## src/rtl/lock_cmd_initiator_if.sv

```systemverilog
// Lock-core command bus: addressed strobe out, completion flag back.
interface lock_cmd_initiator_if;
   logic [15:0] addr;
   logic        en;
   logic [2:0]  cmd;
   logic        isDone;

   modport master (output addr, output en, output cmd, input isDone);
   modport slave  (input addr, input en, input cmd, output isDone);
endinterface

```

## src/rtl/lock_cmd_initiator.sv

```systemverilog
// Lock-core command initiator: one addressed strobe per request, then completion
// supervision with a timeout, bounded retries and an idle gap between re-issues.
//
// state    | meaning
// ---------+-------------------------------------------------
// ST_IDLE  | waiting for req, outputs quiet
// ST_ISSUE | one-cycle en strobe with core_addr and cmd
// ST_WAIT  | watching for an isDone rising edge until timeout
// ST_GAP   | idle spacing before the next re-issue
module lock_cmd_initiator #(
   parameter logic [15:0] core_addr = 16'h16,
   parameter int unsigned TIMEOUT   = 200000000,
   parameter int unsigned RETRIES   = 2,
   parameter int unsigned GAP       = 16
) (
   input  logic                        clk,
   input  logic                        Reset,
   input  logic                        req,
   input  logic [2:0]                  req_cmd,
   lock_cmd_initiator_if.master        bus,
   output logic                        busy,
   output logic                        done,
   output logic                        fail,
   output logic [1:0]                  attempts
);
   localparam int TW = $clog2(TIMEOUT + 1);
   localparam int GW = (GAP > 1) ? $clog2(GAP) : 1;
   localparam logic [TW-1:0] TIMEOUT_TC   = TW'(TIMEOUT);
   localparam logic [GW-1:0] GAP_LOAD     = GW'(GAP - 1);
   localparam logic [2:0]    LAST_ATTEMPT = 3'(RETRIES + 1);

   typedef enum logic [1:0] {
      ST_IDLE  = 2'd0,
      ST_ISSUE = 2'd1,
      ST_WAIT  = 2'd2,
      ST_GAP   = 2'd3
   } state_t;

   state_t        state_q, state_d;
   logic [2:0]    cmd_cap_q, cmd_cap_d;
   logic [2:0]    att_q, att_d;
   logic [TW-1:0] tcnt_q, tcnt_d;
   logic [GW-1:0] gcnt_q, gcnt_d;
   logic          isdone_prev_q;
   logic          isdone_rise;

   logic [15:0]   addr_q, addr_d;
   logic          en_q, en_d;
   logic [2:0]    cmd_q, cmd_d;
   logic          busy_q, busy_d;
   logic          done_q, done_d;
   logic          fail_q, fail_d;

   assign isdone_rise = bus.isDone & ~isdone_prev_q;

   always_comb begin
      state_d   = state_q;
      cmd_cap_d = cmd_cap_q;
      att_d     = att_q;
      tcnt_d    = tcnt_q;
      gcnt_d    = gcnt_q;
      done_d    = 1'b0;
      fail_d    = 1'b0;
      en_d      = 1'b0;
      addr_d    = 16'h0000;
      cmd_d     = 3'd0;

      case (state_q)
         ST_IDLE: begin
            if (req) begin
               cmd_cap_d = req_cmd;
               att_d     = 3'd1;
               state_d   = ST_ISSUE;
            end
         end
         ST_ISSUE: begin
            // counter reads 1 in the first WAIT cycle
            tcnt_d  = TW'(1);
            state_d = ST_WAIT;
         end
         ST_WAIT: begin
            if (isdone_rise) begin
               done_d  = 1'b1;
               state_d = ST_IDLE;
            end else if (tcnt_q == TIMEOUT_TC) begin
               if (att_q == LAST_ATTEMPT) begin
                  fail_d  = 1'b1;
                  state_d = ST_IDLE;
               end else begin
                  gcnt_d  = GAP_LOAD;
                  state_d = ST_GAP;
               end
            end else begin
               tcnt_d = tcnt_q + TW'(1);
            end
         end
         ST_GAP: begin
            if (gcnt_q == '0) begin
               att_d   = att_q + 3'd1;
               state_d = ST_ISSUE;
            end else begin
               gcnt_d = gcnt_q - GW'(1);
            end
         end
         default: state_d = ST_IDLE;
      endcase

      // bus outputs are registered, so they follow the state being entered
      if (state_d == ST_ISSUE) begin
         en_d   = 1'b1;
         addr_d = core_addr;
         cmd_d  = cmd_cap_d;
      end
      busy_d = (state_d != ST_IDLE);
   end

   always_ff @(posedge clk) begin
      if (Reset) begin
         state_q       <= ST_IDLE;
         cmd_cap_q     <= 3'd0;
         att_q         <= 3'd0;
         tcnt_q        <= '0;
         gcnt_q        <= '0;
         isdone_prev_q <= 1'b0;
         addr_q        <= 16'h0000;
         en_q          <= 1'b0;
         cmd_q         <= 3'd0;
         busy_q        <= 1'b0;
         done_q        <= 1'b0;
         fail_q        <= 1'b0;
      end else begin
         state_q       <= state_d;
         cmd_cap_q     <= cmd_cap_d;
         att_q         <= att_d;
         tcnt_q        <= tcnt_d;
         gcnt_q        <= gcnt_d;
         isdone_prev_q <= bus.isDone;
         addr_q        <= addr_d;
         en_q          <= en_d;
         cmd_q         <= cmd_d;
         busy_q        <= busy_d;
         done_q        <= done_d;
         fail_q        <= fail_d;
      end
   end

   assign bus.addr = addr_q;
   assign bus.en   = en_q;
   assign bus.cmd  = cmd_q;
   assign busy     = busy_q;
   assign done     = done_q;
   assign fail     = fail_q;
   // RETRIES can reach 3, so the attempt count itself needs a third bit
   assign attempts = att_q[2] ? 2'd3 : att_q[1:0];

endmodule

```

## src/flat_wrapper.sv

```systemverilog
// flat-port wrapper written by rule: the top's interface ports become plain ports
module lock_cmd_initiator_flat 
#(
   parameter logic [15:0] core_addr = 16'h16,
   parameter int unsigned TIMEOUT   = 200000000,
   parameter int unsigned RETRIES   = 2,
   parameter int unsigned GAP       = 16
)
  (clk, Reset, req, req_cmd, busy, done, fail, attempts, bus_addr, bus_en, bus_cmd, bus_isDone);
  lock_cmd_initiator_if bus_i ();
  input  logic clk;
  input  logic Reset;
  input  logic req;
  input  logic [2:0] req_cmd;
  output logic busy;
  output logic done;
  output logic fail;
  output logic [1:0] attempts;
  output wire logic [$bits(bus_i.addr)-1:0] bus_addr;
  output wire logic [$bits(bus_i.en)-1:0] bus_en;
  output wire logic [$bits(bus_i.cmd)-1:0] bus_cmd;
  input wire logic [$bits(bus_i.isDone)-1:0] bus_isDone;
  assign bus_addr = bus_i.addr;
  assign bus_en = bus_i.en;
  assign bus_cmd = bus_i.cmd;
  assign bus_i.isDone = bus_isDone;
  lock_cmd_initiator #(.core_addr(core_addr), .TIMEOUT(TIMEOUT), .RETRIES(RETRIES), .GAP(GAP)) u_core (.clk(clk), .Reset(Reset), .req(req), .req_cmd(req_cmd), .bus(bus_i), .busy(busy), .done(done), .fail(fail), .attempts(attempts));
endmodule
```

## config.mk

```make
export PLATFORM = sky130hd
export DESIGN_NAME = lock_cmd_initiator_flat
export DESIGN_NICKNAME = d
export VERILOG_FILES = /design/src/rtl/lock_cmd_initiator_if.sv /design/src/rtl/lock_cmd_initiator.sv /design/src/flat_wrapper.sv
export SDC_FILE = /design/constraint.sdc
export NUM_CORES = 1
export LEC_CHECK = 0
export CORE_UTILIZATION = 49
export CTS_CLUSTER_DIAMETER = 100
export DETAILED_ROUTE_END_ITERATION = 8
export HOLD_SLACK_MARGIN = 0.12
export PLACE_DENSITY_LB_ADDON = 0.2
export SKIP_LAST_GASP = 1
export SLEW_MARGIN = 20
export SYNTH_ARGS = -nofsm -noshare
export SYNTH_HDL_FRONTEND = slang
export SYNTH_SLANG_ARGS = --single-unit
```

## constraint.sdc

```tcl
create_clock -name clk -period 2.1 [get_ports clk]
set_clock_uncertainty 0.05 [all_clocks]
set_input_delay 0.315 -clock clk [delete_from_list [all_inputs] [get_ports clk]]
set_output_delay 0.315 -clock clk [all_outputs]
set_load 0.1 [all_outputs]
```

==> qor.csv <==
stage,metric,value,unit
run_status,outcome,"finished, final reports clean",
clock_tree,CTS tree,built,
sta,setup_tns,0,ns
finish,layout cells sized above 1,27.2,%
route,initial drt markers,110,
route,DR vias/cell,5.29,
logic_synthesis,syn_area_per_cell,8.66,um2
grt,pin count of the biggest net entering global routing,27,
floorplan,die area,0.00529,mm2
floorplan,Boundary Pins,32,
critical_path,critical path endpoint category,flip-flop,
route,DRT Pass-1 Iters,4,
grt,initial antenna violation count,0,
finish,area growth from synthesis to layout,19.5,%
route,Routed Antenna Nets,0,
clock_tree,H-Tree Depth,2,
clock_tree,"CTS clk-pin slew, worst paths",0.09,ns
logic_synthesis,prevailing post-synth register cell,dfxtp_1,
logic_synthesis,synthesized area,0.00245,mm2
critical_path,crit-path cells,or4b_4 > nor3_4 > nand2_4 > a21oi_4 > buf_4 > o21ai_0 > a21oi_1,
power_and_ir_drop,peak supply drop,0.388,mV
grt,Total GRT Usage,19.8,%
power_and_ir_drop,Static Leak,1.10,nW
floorplan,Rows,25,
route,via count,2046,
grt,vias in the first global route,1768,
floorplan,Starting Density,51.6,%
placement,placed cell area,0.00272,mm2
finish,Fillers,439,
logic_synthesis,Post-synth ARST share,0,%
placement,Placement Setup Slack,-0.0390,ns
critical_path,WP data arrival,2.23,ns
critical_path,crit start category,flip-flop,
logic_synthesis,Ys Warns,0,
placement,GPL Wtd Cong,0.783,
sta,Tcrit/Tclk final,97.6,%
sta,setup violators final,0,
placement,Cells after DPL,375,
sta,Max Freq,0.488,GHz
placement,Port Buffers,18,
sta,post-route setup slack,0.0504,ns
clock_tree,clock sink total,48,
logic_synthesis,"Seq/Total Area, Yosys",39.2,%
critical_path,Worst Path Max Fanout,6,
logic_synthesis,post-synthesis register bit count,48,
sta,Final Hold Vio Count,0,
power_and_ir_drop,Final Power,2.01,mW
finish,ant diodes,0,
finish,fin util,61.6,%
clock_tree,Inserted Clock Buffers,5,
finish,final layout net count,331,
logic_synthesis,Netlist cell types,55,
logic_synthesis,Post-synth EDFFs,0,
sta,RSZ-0062 raised after global routing,true,
floorplan,core area,0.00475,mm2
sta,Slew Limit Fails,0,
clock_tree,Clock Tree Buf Depth,2,
sta,Tmin final,2.05,ns
sta,Worst-Margin Slew,0.592,ns
run,total of max-cap violations,0,
critical_path,Worst Path Required,2.28,ns
placement,DP HPWL,3.54,mm
grt,first-pass GRT wire length,8.13,mm
critical_path,"Slowest-stage cell, CP",or4b_4,
hold_path,hold crit path type,reg2reg,
floorplan,Die H,72.7,um
power_and_ir_drop,Power Density,687,mW/mm2
logic_synthesis,Syn Inst Count,283,
sta,Rel. slew slack,60.4,%
route,final WL,4.91,mm
sta,Fin Hold WS,0.448,ns
finish,non-filler instance count after layout,387,
route,# DRC,0,
critical_path,worst setup path class,reg2reg,
floorplan,chip width,72.7,um
critical_path,Max stage delay on crit path,0.54,ns
finish,"Design Area, Final",0.00293,mm2
grt,total grt overflow,0,
finish,most frequent cells in the layout,"36 x buf_4, 36 x dfxtp_1, 31 x nor2_1, 19 x nand2_1, 19 x a21oi_1",
route,wire per inst,12.7,um
clock_tree,Clock Latency Late Sink,0.30,ns
clock_tree,Root Driver,clkbuf_8,
[power by group]
part	switching, mW	internal [mW]
clock	0.324	0.359
combinational	0.293	0.0878
sequential	0.0165	0.932
total	0.634	1.38
[area by class of cell]
class	count	area, um2	share of cell area, %
clock buffers	5	68.8	2.35
clock inverters	3	47.5	1.62
inverters	8	30.0	1.03
multi-input cells	214	1390	47.5
flip-flops and latches	48	978	33.4
well taps	67	83.8	2.86
repair buffers	42	330	11.3
[sequential cells by signal, summed over array words and instances, names as in the netlist]
signal                flops
u_core.cmd_cap_q          3
u_core.gcnt_q             4
u_core.done               1
u_core.state_q            2
u_core.busy               1
u_core.isdone_prev_q      1
u_core.bus.addr           1
u_core.tcnt_q            28
u_core.fail               1
u_core.bus.cmd            3
u_core.att_q              3
[Yosys cell counts (2+ instances only)]
library cell	number	area, um2
or4_1	2	15.0
ha_1	5	62.6
dfxtp_1	48	961
nor3_1	8	40.0
nand2b_1	3	18.8
nor4b_1	5	43.8
nor3b_1	2	15.0
nand2_1	20	75.1
a31oi_1	3	18.8
clkbuf_1	5	18.8
and3_2	2	15.0
nor2b_1	3	18.8
nor4_1	3	18.8
inv_1	8	30.0
buf_2	3	15.0
nor2_1	32	120
and3_1	2	12.5
and4_1	2	17.5
nand3_1	13	65.1
mux2i_1	3	30.0
o31ai_1	2	15.0
xor2_1	6	52.6
buf_4	16	120
and2_1	2	12.5
a21oi_1	19	95.1
a211oi_1	2	15.0
or2_2	4	25.0
xnor2_1	10	87.6
or3_1	10	62.6
o21ai_1	2	10.0
o21ai_0	11	55.1
nand4_1	4	25.0
[critical path, delay by kind of cell (launching register included)]
kind	cells	cell delay, ns
flip-flops	1	0.34
AO/OA/AOI/OAI	3	0.51
AND/OR/NAND/NOR	3	0.89
buffers and inverters	1	0.18
[per-layer routing]
metal | track usage [%] | up-vias | wire length (um)
met3 | 3.73 | 4 | 269
met2 | 30.6 | 58 | 2220
met4 | 7.19 | 0 | 46
met1 | 27.6 | 949 | 2380
met5 | 0 | - | 0
li1 | - | 1035 | -
[path summary, 6_finish.rpt]
| kind | startpoint | to | slack (ns) | cells after the start |
|---|---|---|---|---|
| setup / recovery | u_core.tcnt_q[7] | u_core.tcnt_q[26] | 0.05 | 7 |
| hold / removal | u_core.gcnt_q[1] | u_core.gcnt_q[1] | 0.45 | 2 |
| setup reg to reg | u_core.tcnt_q[7] | u_core.tcnt_q[26] | 0.05 | 7 |
| hold reg to reg | u_core.gcnt_q[1] | u_core.gcnt_q[1] | 0.45 | 2 |
[timing repair]
action	4_1_cts	5_1_grt
resized for setup	1	24
endpoints found under the setup margin	1	18
cloned	0	1
pin swaps	0	6
buffers inserted	0	3
hold buffers	0	0
[cell families after synthesis]
kind of cell	synth area share, %
buffers and inverters	8.17
other	0.153
adders and majority gates	2.55
xor gates and xnor gates	5.72
and+or+nand+nor	32.0
DFF	39.2
AOI/OAI and AO/OA	10.5
muxes	1.68
Note: power is estimated with default switching activity, not from simulation.
